--- config.mk ---
export PLATFORM = sky130hd
export DESIGN_NAME = multicycle_control_fsm
export DESIGN_NICKNAME = d
export VERILOG_FILES = /design/src/rtl/riscv_pkg.sv /design/src/rtl/multicycle_control_fsm.sv
export SDC_FILE = /design/constraint.sdc
export NUM_CORES = 1
export LEC_CHECK = 0
export ABC_AREA = 1
export ABC_CLOCK_PERIOD_IN_PS = 3000
export BUFFER_PORTS_ARGS = -buffer_cell sky130_fd_sc_hd__buf_2
export CAP_MARGIN = 10
export CORE_AREA = 4 4 41 43
export CTS_CLUSTER_DIAMETER = 100
export DETAILED_ROUTE_END_ITERATION = 10
export DIE_AREA = 0 0 45 47
export PLACE_DENSITY = 0.81
export SLEW_MARGIN = 20
export SYNTH_ARGS = -nofsm -noshare
export SYNTH_HDL_FRONTEND = slang
export SYNTH_SLANG_ARGS = --single-unit
--- constraint.sdc ---
create_clock -name clk -period 3 [get_ports clk]
set_input_delay 0.3 -clock clk [delete_from_list [all_inputs] [get_ports clk]]
set_output_delay 0.3 -clock clk [all_outputs]
set_load 0.005 [all_outputs]
--- src/rtl/riscv_pkg.sv ---
// Shared definitions for the multicycle RV32I core.
// Holds the opcode constants the controller decodes, the control FSM state encoding,
// and the datapath mux-select / ALU-op encodings shared by the controller and datapath.
package riscv_pkg;

    // Opcodes (instruction[6:0]) the controller supports
    localparam logic [6:0] OP_LOAD   = 7'b0000011;
    localparam logic [6:0] OP_STORE  = 7'b0100011;
    localparam logic [6:0] OP_RTYPE  = 7'b0110011;
    localparam logic [6:0] OP_ITYPE  = 7'b0010011;
    localparam logic [6:0] OP_JAL    = 7'b1101111;
    localparam logic [6:0] OP_BRANCH = 7'b1100011;

    // Control FSM state encoding; values 11..15 are unreachable
    localparam logic [3:0] S_FETCH    = 4'd0;
    localparam logic [3:0] S_DECODE   = 4'd1;
    localparam logic [3:0] S_MEMADR   = 4'd2;
    localparam logic [3:0] S_MEMREAD  = 4'd3;
    localparam logic [3:0] S_MEMWRITE = 4'd4;
    localparam logic [3:0] S_MEMWB    = 4'd5;
    localparam logic [3:0] S_EXECUTER = 4'd6;
    localparam logic [3:0] S_EXECUTEI = 4'd7;
    localparam logic [3:0] S_ALUWB    = 4'd8;
    localparam logic [3:0] S_JAL      = 4'd9;
    localparam logic [3:0] S_BEQ      = 4'd10;

    // ALU operand A select
    localparam logic [1:0] ALU_A_PC    = 2'b00;
    localparam logic [1:0] ALU_A_OLDPC = 2'b01;
    localparam logic [1:0] ALU_A_RS1   = 2'b10;

    // ALU operand B select
    localparam logic [1:0] ALU_B_RS2  = 2'b00;
    localparam logic [1:0] ALU_B_IMM  = 2'b01;
    localparam logic [1:0] ALU_B_FOUR = 2'b10;

    // ALU operation class handed to the ALU-control decoder
    localparam logic [1:0] ALUOP_ADD   = 2'b00;
    localparam logic [1:0] ALUOP_SUB   = 2'b01;
    localparam logic [1:0] ALUOP_FUNCT = 2'b10;

    // Result (writeback / PC source) select
    localparam logic [1:0] RES_ALUOUT    = 2'b00;
    localparam logic [1:0] RES_MEMDATA   = 2'b01;
    localparam logic [1:0] RES_ALURESULT = 2'b10;

    // True for the two opcodes that go through the address-calculation state
    function automatic logic is_mem_op(input logic [6:0] op);
        return (op == OP_LOAD) || (op == OP_STORE);
    endfunction

endpackage

--- src/rtl/multicycle_control_fsm.sv ---
// Main control state machine of the multicycle RV32I core.
// Sequences fetch/decode/execute/memory/writeback one step per clock from the
// latched opcode, driving the datapath mux selects and write enables (Moore style).
//
// Ports:
//   clk, rst        clock (rising edge), asynchronous active-high reset
//   opcode[6:0]     instruction[6:0] from the instruction register
//   zero            ALU zero flag, used for beq
//   mem_ready       memory access completes this cycle
//   ir_write        load instruction register
//   pc_write        pc_update | (branch & zero)
//   adr_src         memory address: 0 PC, 1 ALU out register
//   mem_write       data memory write enable
//   reg_write       register file write enable
//   alu_src_a[1:0]  ALU A select, alu_src_b[1:0] ALU B select
//   alu_op[1:0]     ALU operation class, result_src[1:0] result mux select
//   illegal_instr   one-cycle pulse in DECODE for an unsupported opcode
//   state_dbg[3:0]  current state encoding
//
// Handshake: mem_ready is a per-cycle completion strobe. In FETCH, MEMREAD and
// MEMWRITE the request is held (outputs unchanged) every cycle mem_ready is 0; the
// cycle mem_ready is 1 is the completing cycle and the FSM advances at its end.
// With WAIT_ON_MEM=0 mem_ready is ignored and treated as always 1.
module multicycle_control_fsm
    import riscv_pkg::*;
#(
    parameter bit WAIT_ON_MEM = 1'b1
) (
    input  logic       clk,
    input  logic       rst,
    input  logic [6:0] opcode,
    input  logic       zero,
    input  logic       mem_ready,
    output logic       ir_write,
    output logic       pc_write,
    output logic       adr_src,
    output logic       mem_write,
    output logic       reg_write,
    output logic [1:0] alu_src_a,
    output logic [1:0] alu_src_b,
    output logic [1:0] alu_op,
    output logic [1:0] result_src,
    output logic       illegal_instr,
    output logic [3:0] state_dbg
);

    logic [3:0] state_q;
    logic [3:0] state_d;
    logic       mem_done;

    logic       ir_write_c;
    logic       pc_update_c;
    logic       branch_c;
    logic       mem_write_c;
    logic       reg_write_c;

    assign mem_done = WAIT_ON_MEM ? mem_ready : 1'b1;

    // ---------------------------------------------------------------
    // Next-state logic
    // ---------------------------------------------------------------
    always_comb begin
        state_d = S_FETCH;
        case (state_q)
            S_FETCH:    state_d = mem_done ? S_DECODE : S_FETCH;
            S_DECODE: begin
                if (is_mem_op(opcode))         state_d = S_MEMADR;
                else if (opcode == OP_RTYPE)   state_d = S_EXECUTER;
                else if (opcode == OP_ITYPE)   state_d = S_EXECUTEI;
                else if (opcode == OP_JAL)     state_d = S_JAL;
                else if (opcode == OP_BRANCH)  state_d = S_BEQ;
                else                           state_d = S_FETCH;
            end
            S_MEMADR: begin
                if (opcode == OP_LOAD)         state_d = S_MEMREAD;
                else if (opcode == OP_STORE)   state_d = S_MEMWRITE;
                else                           state_d = S_FETCH;
            end
            S_MEMREAD:  state_d = mem_done ? S_MEMWB : S_MEMREAD;
            S_MEMWRITE: state_d = mem_done ? S_FETCH : S_MEMWRITE;
            S_MEMWB:    state_d = S_FETCH;
            S_EXECUTER: state_d = S_ALUWB;
            S_EXECUTEI: state_d = S_ALUWB;
            S_ALUWB:    state_d = S_FETCH;
            S_JAL:      state_d = S_ALUWB;
            S_BEQ:      state_d = S_FETCH;
            default:    state_d = S_FETCH;
        endcase
    end

    always_ff @(posedge clk or posedge rst) begin
        if (rst) state_q <= S_FETCH;
        else     state_q <= state_d;
    end

    // ---------------------------------------------------------------
    // Output decode (Moore, plus the mem_ready / zero qualifiers)
    // ---------------------------------------------------------------
    always_comb begin
        ir_write_c    = 1'b0;
        pc_update_c   = 1'b0;
        branch_c      = 1'b0;
        mem_write_c   = 1'b0;
        reg_write_c   = 1'b0;
        adr_src       = 1'b0;
        alu_src_a     = 2'b00;
        alu_src_b     = 2'b00;
        alu_op        = 2'b00;
        result_src    = 2'b00;
        illegal_instr = 1'b0;
        case (state_q)
            S_FETCH: begin
                // PC+4 computed on the direct ALU result and written as the fetch completes
                alu_src_a   = ALU_A_PC;
                alu_src_b   = ALU_B_FOUR;
                alu_op      = ALUOP_ADD;
                result_src  = RES_ALURESULT;
                ir_write_c  = mem_done;
                pc_update_c = mem_done;
            end
            S_DECODE: begin
                // Speculative branch target (old PC + imm) lands in the ALU out register
                alu_src_a = ALU_A_OLDPC;
                alu_src_b = ALU_B_IMM;
                alu_op    = ALUOP_ADD;
                illegal_instr = !(is_mem_op(opcode) || opcode == OP_RTYPE ||
                                  opcode == OP_ITYPE || opcode == OP_JAL ||
                                  opcode == OP_BRANCH);
            end
            S_MEMADR: begin
                alu_src_a = ALU_A_RS1;
                alu_src_b = ALU_B_IMM;
                alu_op    = ALUOP_ADD;
            end
            S_MEMREAD: begin
                adr_src    = 1'b1;
                result_src = RES_ALUOUT;
            end
            S_MEMWRITE: begin
                adr_src     = 1'b1;
                result_src  = RES_ALUOUT;
                mem_write_c = 1'b1;
            end
            S_MEMWB: begin
                result_src  = RES_MEMDATA;
                reg_write_c = 1'b1;
            end
            S_EXECUTER: begin
                alu_src_a = ALU_A_RS1;
                alu_src_b = ALU_B_RS2;
                alu_op    = ALUOP_FUNCT;
            end
            S_EXECUTEI: begin
                alu_src_a = ALU_A_RS1;
                alu_src_b = ALU_B_IMM;
                alu_op    = ALUOP_FUNCT;
            end
            S_ALUWB: begin
                result_src  = RES_ALUOUT;
                reg_write_c = 1'b1;
            end
            S_JAL: begin
                // Jump target (from DECODE) goes to PC while ALU computes old PC + 4 for rd
                alu_src_a   = ALU_A_OLDPC;
                alu_src_b   = ALU_B_FOUR;
                alu_op      = ALUOP_ADD;
                result_src  = RES_ALUOUT;
                pc_update_c = 1'b1;
            end
            S_BEQ: begin
                alu_src_a  = ALU_A_RS1;
                alu_src_b  = ALU_B_RS2;
                alu_op     = ALUOP_SUB;
                result_src = RES_ALUOUT;
                branch_c   = 1'b1;
            end
            default: ;
        endcase
    end

    // Write enables are gated by rst directly so nothing is written while reset
    // is held, even though the FETCH selects are already presented.
    assign ir_write  = ir_write_c & ~rst;
    assign pc_write  = (pc_update_c | (branch_c & zero)) & ~rst;
    assign mem_write = mem_write_c & ~rst;
    assign reg_write = reg_write_c & ~rst;
    assign state_dbg = state_q;

endmodule

==> results by group <==
CTS
  • Inserted Clock Buffers: 3
  • Clock buffer depth: 2
  • Clock sink total: 4
  • Clock Tree Root: clkbuf_4
  • H-tree depth: 1
  • Clock latency on the worst-skew pair: 0.23 ns
  • CTS tree: built
  • Clock Pin Slew Worst Setup and Hold Paths: 0.04 ns
  • Cts repair resizes: 0

STA
  • Final hold vios: 0
  • Final total negative setup slack: 0 ns
  • # setup viols final: 0
  • Final min period: 1.70 ns
  • Final setup skew: 0.00568 ns
  • Measured slew at the worst slew-check pin: 0.241 ns
  • Unrepaired setup endpoints after global routing: false
  • Final Hold Slack: 0.410 ns
  • Pins Over Slew Limit: 0
  • Relative slew slack: 83.8%
  • Period Utilization, post-route: 56.5%
  • Fmax: 590 MHz

Cells and area
  • Max reg flops: 4
  • Final #Nets: 137
  • Antenna Cells: 0
  • Fill cell count: 151
  • Sequential Area: 100 sq um
  • Area growth from synthesis to layout: 37.7%
  • Layout cells sized above 1: 37.9%
  • Multi-input gate area: 340 sq um

Place
  • PortBufs: 28
  • GP Congestion: 0.836
  • Detail Placement HPWL: 1120 um

Flow run
  • Max-cap violations: 0

Detailed routing
  • Drt wl/cell: 9.28 um
  • Drt first pass iters: 4
  • Antenna Nets Post-Route: 0
  • Vias: 654
  • Final WL: 1290 um
  • Drt initial violations: 13
  • Post-DR vias/cell: 4.71
  • DRC viols: 0

Critical path
  • Slowest CP cell: dfrtp_1
  • CP max stage delay: 0.45 ns
  • CP endpoint kind: output port
  • R2R Setup Slk: 1.82 ns
  • Crit-path cells: nor2_1, nand3_1, a31oi_1, buf_2
  • WP buf/inv: 1
  • Setup crit start kind: register
  • Crit path max fanout: 7
  • WP data arrival: 1.40 ns
  • Worst Path Required: 2.70 ns
  • Critical path's top delay family: flip-flops
  • WS Path Type: register to output port

Logic synthesis
  • Register area share after synthesis: 19.7%
  • Synth Net Count: 103
  • Synth top area cells: dfrtp_1, nand2_1, nor2_1, inv_1, nand3_1
  • Syn_area_per_cell: 5.52 sq um
  • #FFs+latches synth: 4
  • Cell taking the most area after synthesis: dfrtp_1
  • Cells after synthesis: 92
  • YS warnings: 0
  • Synth Cell Area: 508 sq um
  • Unique cell type count in the Yosys netlist: 19
  • Synth top area share: 19.7%

Global routing
  • Pin count of the biggest net entering global routing: 8
  • Number of global-route vias before repair: 537
  • First-pass GRT wire length: 2130 um
  • Total global-route track usage: 13.6%
  • Grt ovf: 0
  • Initial antenna violation count: 0

Floorplan
  • IO Pins: 29
  • Core area: 1300 sq um
  • Die H: 47 um
  • Core Rows: 13
  • Die area: 2120 sq um
  • Initial Utilization: 39.0%
  • Chip width: 45 um

Power
  • Cell Pwr Density: 258 nW/um^2
  • VDD IR max: 0.205 mV
  • Static Leak: 0.441 nW

Hold path
  • HP Class: primary input to register

Outcome
  • Status: finished, final reports clean
==> cells by family after synthesis <==
family / after synthesis / synth area share (%)
DFF: 4 / 19.7
and+or+nand+nor: 62 / 57.4
AOI/OAI and AO/OA: 8 / 9.61
buffers and inverters: 18 / 13.3
==> path summary, 6_finish.rpt <==
| path | startpoint | endpoint | cells after the start |
|---|---|---|---|
| min | mem_ready | state_dbg[2] | 4 |
| min reg2reg | state_dbg[3] | state_dbg[3] | 3 |
| max | state_dbg[1] | pc_write | 4 |
| min in group asynchronous | rst | state_dbg[0] | 3 |
| max reg2reg | state_dbg[1] | state_dbg[0] | 7 |
| max in group asynchronous | rst | state_dbg[3] | 3 |
==> worst min-delay path, delay by kind of cell <==
| kind | cells | cell delay, ns |
|---|---|---|
| AOI/OAI and AO/OA | 1 | 0.06 |
| buffers and inverters | 2 | 0.18 |
| and+or+nand+nor | 1 | 0.06 |
==> cell usage after synthesis <==
| master | count |
|---|---|
| nand3_1 | 7 |
| nand2_2 | 3 |
| o22ai_1 | 1 |
| nand2_1 | 26 |
| dfrtp_1 | 4 |
| inv_2 | 5 |
| nor2_4 | 3 |
| nor2_2 | 3 |
| o21ai_2 | 1 |
| a31oi_1 | 1 |
| nand3_2 | 1 |
| nor2_1 | 16 |
| o21ai_0 | 1 |
| a21oi_1 | 2 |
| o21ai_1 | 1 |
| inv_1 | 13 |
| o211ai_1 | 1 |
| nand4_1 | 2 |
| nor3_1 | 1 |
==> cell usage in the layout, fill, tap and decap left out, types with 2 or more instances in the layout <==
cell type / synthesis / routed
nand2_1: 26 / 26
inv_2: 5 / 5
dfrtp_1: 4 / 4
a21oi_1: 2 / 2
nand2_2: 3 / 3
nor2_4: 3 / 3
nand4_1: 2 / 2
nor2_2: 3 / 3
clkbuf_4: 0 / 3
buf_2: 0 / 28
nand3_1: 7 / 7
nor2_1: 16 / 16
inv_1: 13 / 13
==> per-layer routing <==
metal | vias to the layer above | part of all wire [%] | global-route usage (%) | wire length, um
li1 | 352 | - | - | -
met1 | 267 | 42 | 16.2 | 539
met2 | 33 | 46 | 23.4 | 591
met3 | 2 | 11 | 2.30 | 147
met4 | 0 | 0.85 | 7.02 | 11
met5 | - | 0 | 0 | 0
==> power breakdown <==
group	leakage [nW]	switching, mW	total [mW]	internal, mW
Sequential	0.0543	0.00342	0.0595	0.0561
Clock	0.0138	0.0206	0.0652	0.0446
Combinational	0.373	0.0326	0.0559	0.0234
==> metrics by stage <==
stage / setup slack (ns) / power, mW / std cells / utilization (%) / area, sq um
3_5_place_dp: 1.54 / 0.116 / 135 / 51.2 / 667
4_1_cts: 1.30 / 0.183 / 139 / 53.8 / 699
6_report: 1.30 / 0.181 / 139 / 53.8 / 699
3_3_place_gp: 1.57 / 0.115 / 135 / 51.2 / 667
5_1_grt: 1.18 / 0.196 / 139 / 53.8 / 699
2_1_floorplan: 1.69 / 0.0898 / 92 / - / 508
==> layout make-up <==
class | instances | area share (%)
multi-input combinational | 70 | 48.7
inverter | 18 | 9.66
timing repair buffer | 29 | 21.5
sequential | 4 | 14.3
tap | 15 | 2.68
clock buffer | 3 | 3.22
==> repair_timing <==
action	4_1_cts	5_1_grt
hold endpoints to repair	4	0
hold buffers	1	0
setup buffers	0	0
No activity file was read; power rests on OpenSTA's default activity.
